$ cat src/rtl/if_pkg.sv
// Shared definitions for the instruction fetch stage.
// Holds the fetch FSM state encoding, datapath widths, the bubble
// instruction, the default reset PC, the opcode field position and the
// IF/ID register payload.
package if_pkg;

    localparam int unsigned XLEN = 32;
    localparam int unsigned OP_W = 6;

    // Fetch FSM encoding
    localparam logic [1:0] ST_START = 2'd0;
    localparam logic [1:0] ST_FETCH = 2'd1;
    localparam logic [1:0] ST_HOLD  = 2'd2;
    localparam logic [1:0] ST_DRAIN = 2'd3;

    // sll $0,$0,0
    localparam logic [XLEN-1:0] NOP_WORD         = 32'h0000_0000;
    localparam logic [XLEN-1:0] DEFAULT_RESET_PC = 32'h0000_0000;

    localparam int unsigned OP_FIELD_HI = 31;
    localparam int unsigned OP_FIELD_LO = 26;

    // IF/ID pipeline register payload
    typedef struct packed {
        logic [XLEN-1:0] instruction;
        logic [XLEN-1:0] pc_plus4;
        logic            valid;
    } if_id_t;

    // Force a byte address onto a word boundary.
    function automatic logic [XLEN-1:0] align_word(input logic [XLEN-1:0] addr);
        return addr & ~XLEN'(3);
    endfunction

endpackage

$ cat src/rtl/instruction_fetch_unit_if.sv
// Instruction memory read channel (req/ack handshake).
//   IMemReq   : read request, held until IMemAck
//   IMemAddr  : word-aligned read address, stable while waiting
//   IMemAck   : data returned this cycle
//   IMemRData : instruction word, valid with IMemAck
// master = fetch unit, slave = instruction memory.
interface instruction_fetch_unit_if;
    import if_pkg::*;

    logic            IMemReq;
    logic [XLEN-1:0] IMemAddr;
    logic            IMemAck;
    logic [XLEN-1:0] IMemRData;

    modport master (output IMemReq, output IMemAddr, input IMemAck, input IMemRData);
    modport slave  (input IMemReq, input IMemAddr, output IMemAck, output IMemRData);

endinterface

$ cat src/rtl/if_id_register.sv
// IF/ID pipeline register: holds instruction, PC+4 and valid.
//   clk, rst : clock and asynchronous active-high reset
//   enable   : load d into the register
//   flush    : insert a bubble (NOP, valid=0); wins over enable
//   d, q     : next / current register contents
module if_id_register
    import if_pkg::*;
(
    input  logic   clk,
    input  logic   rst,
    input  logic   enable,
    input  logic   flush,
    input  if_id_t d,
    output if_id_t q
);

    always_ff @(posedge clk or posedge rst) begin
        if (rst) begin
            q <= '{instruction: NOP_WORD, pc_plus4: XLEN'(0), valid: 1'b0};
        end else if (flush) begin
            q.instruction <= NOP_WORD;
            q.valid       <= 1'b0;
        end else if (enable) begin
            q <= d;
        end
    end

endmodule

$ cat src/rtl/instruction_fetch_unit.sv
// Fetch stage of the 5-stage MIPS pipeline.
// Keeps the PC, issues word reads to instruction memory, loads the IF/ID
// register and exposes the opcode field to the main decoder. Handles decode
// stall (with a one-word skid buffer) and branch/jump redirect.
//   Clk, Reset     : clock, asynchronous active-high reset
//   Stall          : decode hazard, IF/ID and PC hold
//   BranchTaken    : redirect pulse from EX, BranchTarget is its address
//   imem           : instruction memory read channel (master side)
//   IF_Instruction, IF_PCPlus4, IF_Valid : IF/ID register
//   Op             : opcode field of IF_Instruction, combinational
module instruction_fetch_unit
    import if_pkg::*;
#(
    parameter logic [XLEN-1:0] RESET_PC = DEFAULT_RESET_PC
) (
    input  logic                        Clk,
    input  logic                        Reset,
    input  logic                        Stall,
    input  logic                        BranchTaken,
    input  logic [XLEN-1:0]             BranchTarget,
    instruction_fetch_unit_if.master    imem,
    output logic [XLEN-1:0]             IF_Instruction,
    output logic [XLEN-1:0]             IF_PCPlus4,
    output logic                        IF_Valid,
    output logic [OP_W-1:0]             Op
);

    logic [1:0]      state_q, state_d;
    logic [XLEN-1:0] pc_q, pc_d;
    logic [XLEN-1:0] req_addr_q, req_addr_d;
    logic [XLEN-1:0] skid_q, skid_d;
    logic            req_q, req_d;

    logic            if_en;
    logic            if_flush;
    if_id_t          if_d;
    if_id_t          if_q;

    logic            ack;
    logic [XLEN-1:0] target;
    logic [XLEN-1:0] next_seq;

    // An ack is only meaningful while a request is outstanding.
    assign ack      = imem.IMemAck & req_q;
    assign target   = align_word(BranchTarget);
    assign next_seq = req_addr_q + XLEN'(4);

    // State and fetch-address registers
    always_ff @(posedge Clk or posedge Reset) begin
        if (Reset) begin
            state_q    <= ST_START;
            pc_q       <= RESET_PC;
            req_addr_q <= RESET_PC;
            skid_q     <= XLEN'(0);
            req_q      <= 1'b0;
        end else begin
            state_q    <= state_d;
            pc_q       <= pc_d;
            req_addr_q <= req_addr_d;
            skid_q     <= skid_d;
            req_q      <= req_d;
        end
    end

    // Next-state, datapath and IF/ID control
    always_comb begin
        state_d    = state_q;
        pc_d       = pc_q;
        req_addr_d = req_addr_q;
        skid_d     = skid_q;
        if_en      = 1'b0;
        if_flush   = 1'b0;
        if_d       = if_q;

        case (state_q)
            ST_START: begin
                if (BranchTaken) begin
                    pc_d       = target;
                    req_addr_d = target;
                end
                state_d = ST_FETCH;
            end

            ST_FETCH: begin
                if (BranchTaken) begin
                    pc_d     = target;
                    if_flush = 1'b1;
                    if (ack) begin
                        req_addr_d = target;
                    end else begin
                        // The in-flight read must finish before redirecting.
                        state_d = ST_DRAIN;
                    end
                end else if (ack) begin
                    if (Stall) begin
                        skid_d  = imem.IMemRData;
                        state_d = ST_HOLD;
                    end else begin
                        if_en      = 1'b1;
                        if_d       = '{instruction: imem.IMemRData, pc_plus4: next_seq, valid: 1'b1};
                        pc_d       = next_seq;
                        req_addr_d = next_seq;
                    end
                end else if (!Stall) begin
                    // Decode consumed the current word; nothing new arrived.
                    if_en      = 1'b1;
                    if_d.valid = 1'b0;
                end
            end

            ST_HOLD: begin
                if (BranchTaken) begin
                    pc_d       = target;
                    req_addr_d = target;
                    if_flush   = 1'b1;
                    state_d    = ST_FETCH;
                end else if (!Stall) begin
                    if_en      = 1'b1;
                    if_d       = '{instruction: skid_q, pc_plus4: next_seq, valid: 1'b1};
                    pc_d       = next_seq;
                    req_addr_d = next_seq;
                    state_d    = ST_FETCH;
                end
            end

            ST_DRAIN: begin
                if (BranchTaken) begin
                    pc_d = target;
                end
                if (ack) begin
                    // Returned word belongs to the squashed path; drop it.
                    req_addr_d = BranchTaken ? target : pc_q;
                    state_d    = ST_FETCH;
                end
            end

            default: begin
                state_d = ST_START;
            end
        endcase

        req_d = (state_d == ST_FETCH) || (state_d == ST_DRAIN);
    end

    if_id_register u_if_id (
        .clk    (Clk),
        .rst    (Reset),
        .enable (if_en),
        .flush  (if_flush),
        .d      (if_d),
        .q      (if_q)
    );

    assign imem.IMemReq  = req_q;
    assign imem.IMemAddr = req_addr_q;

    assign IF_Instruction = if_q.instruction;
    assign IF_PCPlus4     = if_q.pc_plus4;
    assign IF_Valid       = if_q.valid;
    assign Op             = if_q.instruction[OP_FIELD_HI:OP_FIELD_LO];

endmodule

$ cat src/flat_wrapper.sv
// flat-port wrapper written by rule: the top's interface ports become plain ports
module instruction_fetch_unit_flat import if_pkg::*;
#(
    parameter logic [XLEN-1:0] RESET_PC = DEFAULT_RESET_PC
)
  (Clk, Reset, Stall, BranchTaken, BranchTarget, IF_Instruction, IF_PCPlus4, IF_Valid, Op, imem_IMemReq, imem_IMemAddr, imem_IMemAck, imem_IMemRData);
  instruction_fetch_unit_if imem_i ();
  input  logic Clk;
  input  logic Reset;
  input  logic Stall;
  input  logic BranchTaken;
  input  logic [XLEN-1:0] BranchTarget;
  output logic [XLEN-1:0] IF_Instruction;
  output logic [XLEN-1:0] IF_PCPlus4;
  output logic IF_Valid;
  output logic [OP_W-1:0] Op;
  output wire logic [$bits(imem_i.IMemReq)-1:0] imem_IMemReq;
  output wire logic [$bits(imem_i.IMemAddr)-1:0] imem_IMemAddr;
  input wire logic [$bits(imem_i.IMemAck)-1:0] imem_IMemAck;
  input wire logic [$bits(imem_i.IMemRData)-1:0] imem_IMemRData;
  assign imem_IMemReq = imem_i.IMemReq;
  assign imem_IMemAddr = imem_i.IMemAddr;
  assign imem_i.IMemAck = imem_IMemAck;
  assign imem_i.IMemRData = imem_IMemRData;
  instruction_fetch_unit #(.RESET_PC(RESET_PC)) u_core (.Clk(Clk), .Reset(Reset), .Stall(Stall), .BranchTaken(BranchTaken), .BranchTarget(BranchTarget), .imem(imem_i), .IF_Instruction(IF_Instruction), .IF_PCPlus4(IF_PCPlus4), .IF_Valid(IF_Valid), .Op(Op));
endmodule
$ cat config.mk
export PLATFORM = sky130hd
export DESIGN_NAME = instruction_fetch_unit_flat
export DESIGN_NICKNAME = d
export VERILOG_FILES = /design/src/rtl/if_pkg.sv /design/src/rtl/instruction_fetch_unit_if.sv /design/src/rtl/if_id_register.sv /design/src/rtl/instruction_fetch_unit.sv /design/src/flat_wrapper.sv
export SDC_FILE = /design/constraint.sdc
export NUM_CORES = 1
export LEC_CHECK = 0
export ABC_AREA = 1
export CAP_MARGIN = 20
export CORE_MARGIN = 3
export CORE_UTILIZATION = 45
export DETAILED_ROUTE_END_ITERATION = 10
export HOLD_SLACK_MARGIN = 0.1
export MAX_ROUTING_LAYER = met4
export PLACE_DENSITY_LB_ADDON = 0.1
export SETUP_SLACK_MARGIN = 0.15
export SLEW_MARGIN = 20
export SYNTH_ARGS = -nofsm -noshare
export SYNTH_HDL_FRONTEND = slang
export SYNTH_HIERARCHICAL = 1
export SYNTH_SLANG_ARGS = --single-unit
$ cat constraint.sdc
create_clock -name Clk -period 3.5 [get_ports Clk]
set_clock_uncertainty 0.2 [all_clocks]
set_input_delay 0.7 -clock Clk [delete_from_list [all_inputs] [get_ports Clk]]
set_output_delay 0.7 -clock Clk [all_outputs]
set_load 0.05 [all_outputs]
==> metrics.yaml <==
setup_path:
  cp-end-kind: "flip-flop"
  cp_max_fo: 43
  worstPathArrival_ps: 3060
  cp.required_ps: 3620
  critPathLaunchType: "flip-flop"
  crit_type: "reg -> reg"
drt:
  routed_wl_um: 35360
  drt_iter0_drc: 1157
  wire_per_inst_um: 17.34
  drt_pass1_iterations: 6
  drc_errors: 0
  ant_nets: 0
  vias: 11200
  drt-vias-per-instance: 5.494
die:
  die_x_um: 160.8
  die_area_mm2: 0.02586
  die_h_um: 160.8
  io_pins: 173
  initial_core_util: 0.4581
  num_rows: 56
  core_mm2: 0.02354
logic_synthesis:
  syn_avg_cell_area_um2: 6.813
  synth_fp_nets: 1659
  syn_inst: 1583
  yosysSeqAreaShare: 0.3782
  ys_warn_count: 6
  yosysTopAreaCellShare: 0.3782
  ys_types: 42
  netlist.top_cell.by_area: "dfrtp_1"
  synth-async-reset-ratio: 1.000
  synthTopCellsByArea: "dfrtp_1 38%, nand2_1 18%, nand3_1 7.0%, inv_1 6.5%, o21ai_0 5.1%"
  syn_area_mm2: 0.01079
  synth-edff-count: 0
  ys_ff_latch: 163
  ys.flop_type: "dfrtp_1"
sta:
  maxSlewViolCount: 0
  setup-violations-final: 0
  max_freq_ghz: 0.3403
  period_share: 0.8395
  tightest_slew_ps: 710.0
  setup_tns_ps: 0
  hold_viol: 0
  slew_headroom: 0.5260
  fin_crit_ps: 2938
  rsz0062_at_grt: "no"
grt:
  antenna_found_initial: 0
  gr-total-overflow: 0
  grt_usage: 0.2785
  grt_pass1_wl_um: 56260
  grt_pass1_vias: 10320
  grt_max_degree: 54
clock_network:
  post_cts_buffers: 0
  cts_sinks: 163
  cts_buffer_depth: 2
  cts_tree: "yes"
  numCtsBuffers: 17
  clockRootBuffer: "clkbuf_16"
  clk_latency_ps: 440
  cts_htree_levels: 4
  path_clk_slew_ps: 70
placement:
  gp_congestion: 0.8927
  place.detailed.hpwl_um: 23560
  port_buffers: 170
finish:
  fillers: 2263
  final_cell_mix: "521 x nand2_1, 185 x inv_1, 169 x clkdlybuf4s50_1"
  area_growth_pct: 23.53
  final_common_cell: "nand2_1"
  drive_above_1_share: 0.07733
  nets: 1784
  insertedDiodeCount: 0
pwr:
  leakage_nw: 6.324
  switching_share: 0.5229
  peakVddDrop_mv: 0.6403
  power_mw: 12.77
  clkPwrFrac: 0.148
  p_seq_frac: 0.265
  internal-power_mw: 6.093
  p_sw_mw: 6.678
  p_comb_frac: 0.587
  power.density_mw_per_mm2: 958.6
status:
  status: "finished, final reports clean"
flow_run:
  maxCapViolCount: 0
min_path:
  hold_class: "reg -> reg"
==> worst max-delay path: stages (launching register included) <==
cell and delay (ps):
dfrtp_1 520, inv_1 170, ha_4 360, inv_1 340, nor2_2 60, nand2_1 110
nand2_2 170, inv_2 320, buf_12 260, nand2_1 70, o22ai_1 150, inv_1 60
==> synthesized netlist by cell type, types with 11 or more instances <==
| library cell | count |
|---|---|
| nand2_1 | 521 |
| inv_1 | 188 |
| dfrtp_1 | 163 |
| nand3_1 | 150 |
| o21ai_0 | 110 |
| nor2_1 | 76 |
| a21oi_1 | 64 |
| o22ai_1 | 64 |
| buf_2 | 53 |
| clkbuf_1 | 27 |
| a221oi_1 | 18 |
| buf_4 | 16 |
| a22oi_1 | 11 |
| nor2_2 | 11 |
==> flip-flops by register name, indices dropped and copies added (netlist names) <==
| register | flops |
|---|---|
| u_core/u_if_id/q | 65 |
| u_core/pc_q | 32 |
| u_core/skid_q | 32 |
| u_core/imem.IMemAddr | 32 |
| u_core/state_q | 2 |
==> timing repair <==
item	CTS	global route
resized for setup	0	1
endpoints found under the hold margin	0	0
hold buffers	0	0
endpoints found under the setup margin	0	2
==> final cells by class <==
type                       instances  area [um^2]  area share
multi-input combinational       1122         5455      0.4095
sequential                       163         4079      0.3062
timing repair buffer             209         2077      0.1559
inverter                         195        738.2     0.05541
clock buffer                      20        456.7     0.03428
tap                              319        399.1     0.02996
clock inverter                    11        117.6    0.008828
==> power by group through the flow <==
stage               combinational (mW)  sequential (mW)  clock [mW]
finish                            7.50             3.38        1.89
global route                      8.16             3.49        2.00
CTS                               7.43             3.37        1.92
detailed placement                7.40             3.40           0
global placement                  7.29             3.38           0
floorplan                         4.08             4.43           0
==> path summary, 6_finish.rpt <==
check	from	to	slack [ps]	cells after the start
setup / recovery	u_core/state_q[0]$_DFF_PP0_	u_core/pc_q[25]$_DFFE_PP0P_	560	11
hold / removal	u_core/skid_q[26]$_DFFE_PP0P_	u_core/skid_q[26]$_DFFE_PP0P_	290	2
setup reg to reg	u_core/state_q[0]$_DFF_PP0_	u_core/pc_q[25]$_DFFE_PP0P_	560	11
hold reg to reg	u_core/skid_q[26]$_DFFE_PP0P_	u_core/skid_q[26]$_DFFE_PP0P_	290	2
max in group asynchronous	Reset	u_core/u_if_id/q[15]$_DFFE_PP0P_	1820	3
min in group asynchronous	Reset	u_core/imem.IMemAddr[26]$_DFFE_PP0P_	450	2
==> through the flow <==
| step | std cells | utilization | worst slack [ps] | hold slack (ps) | area [um^2] |
|---|---|---|---|---|---|
| after global placement | 2008 | 0.5411 | 495.5 | 267.0 | 12740 |
| after floorplan | 1583 | - | 812.4 | 249.2 | 10790 |
| final | 2039 | 0.5659 | 561.7 | 288.9 | 13320 |
| after CTS | 2039 | 0.5655 | 423.4 | 292.5 | 13310 |
| after global routing | 2039 | 0.5659 | 298.7 | 310.6 | 13320 |
| after detailed placement | 2008 | 0.5411 | 458.7 | 273.9 | 12740 |
==> routing by layer <==
layer | vias to the layer above | GRT usage | share of wire | routed length (um)
met5 | - | - | 0 | 0
met4 | 0 | 0.08291 | 0.022 | 795
met3 | 52 | 0.03508 | 0.077 | 2721
met2 | 480 | 0.4112 | 0.45 | 15830
met1 | 5254 | 0.4025 | 0.45 | 16020
li1 | 5417 | - | - | -
==> cells by family (layout without fill, tap and decap cells) <==
group	Yosys count	count (layout)	synth area share
buffers and inverters	298	435	0.1184
and+or+nand+nor	790	790	0.3087
adders and majority gates	7	7	0.008120
DFF	163	163	0.3782
xor gates and xnor gates	11	11	0.008932
AOI/OAI and AO/OA	314	314	0.1776
Note: power is estimated with default switching activity, not from simulation.
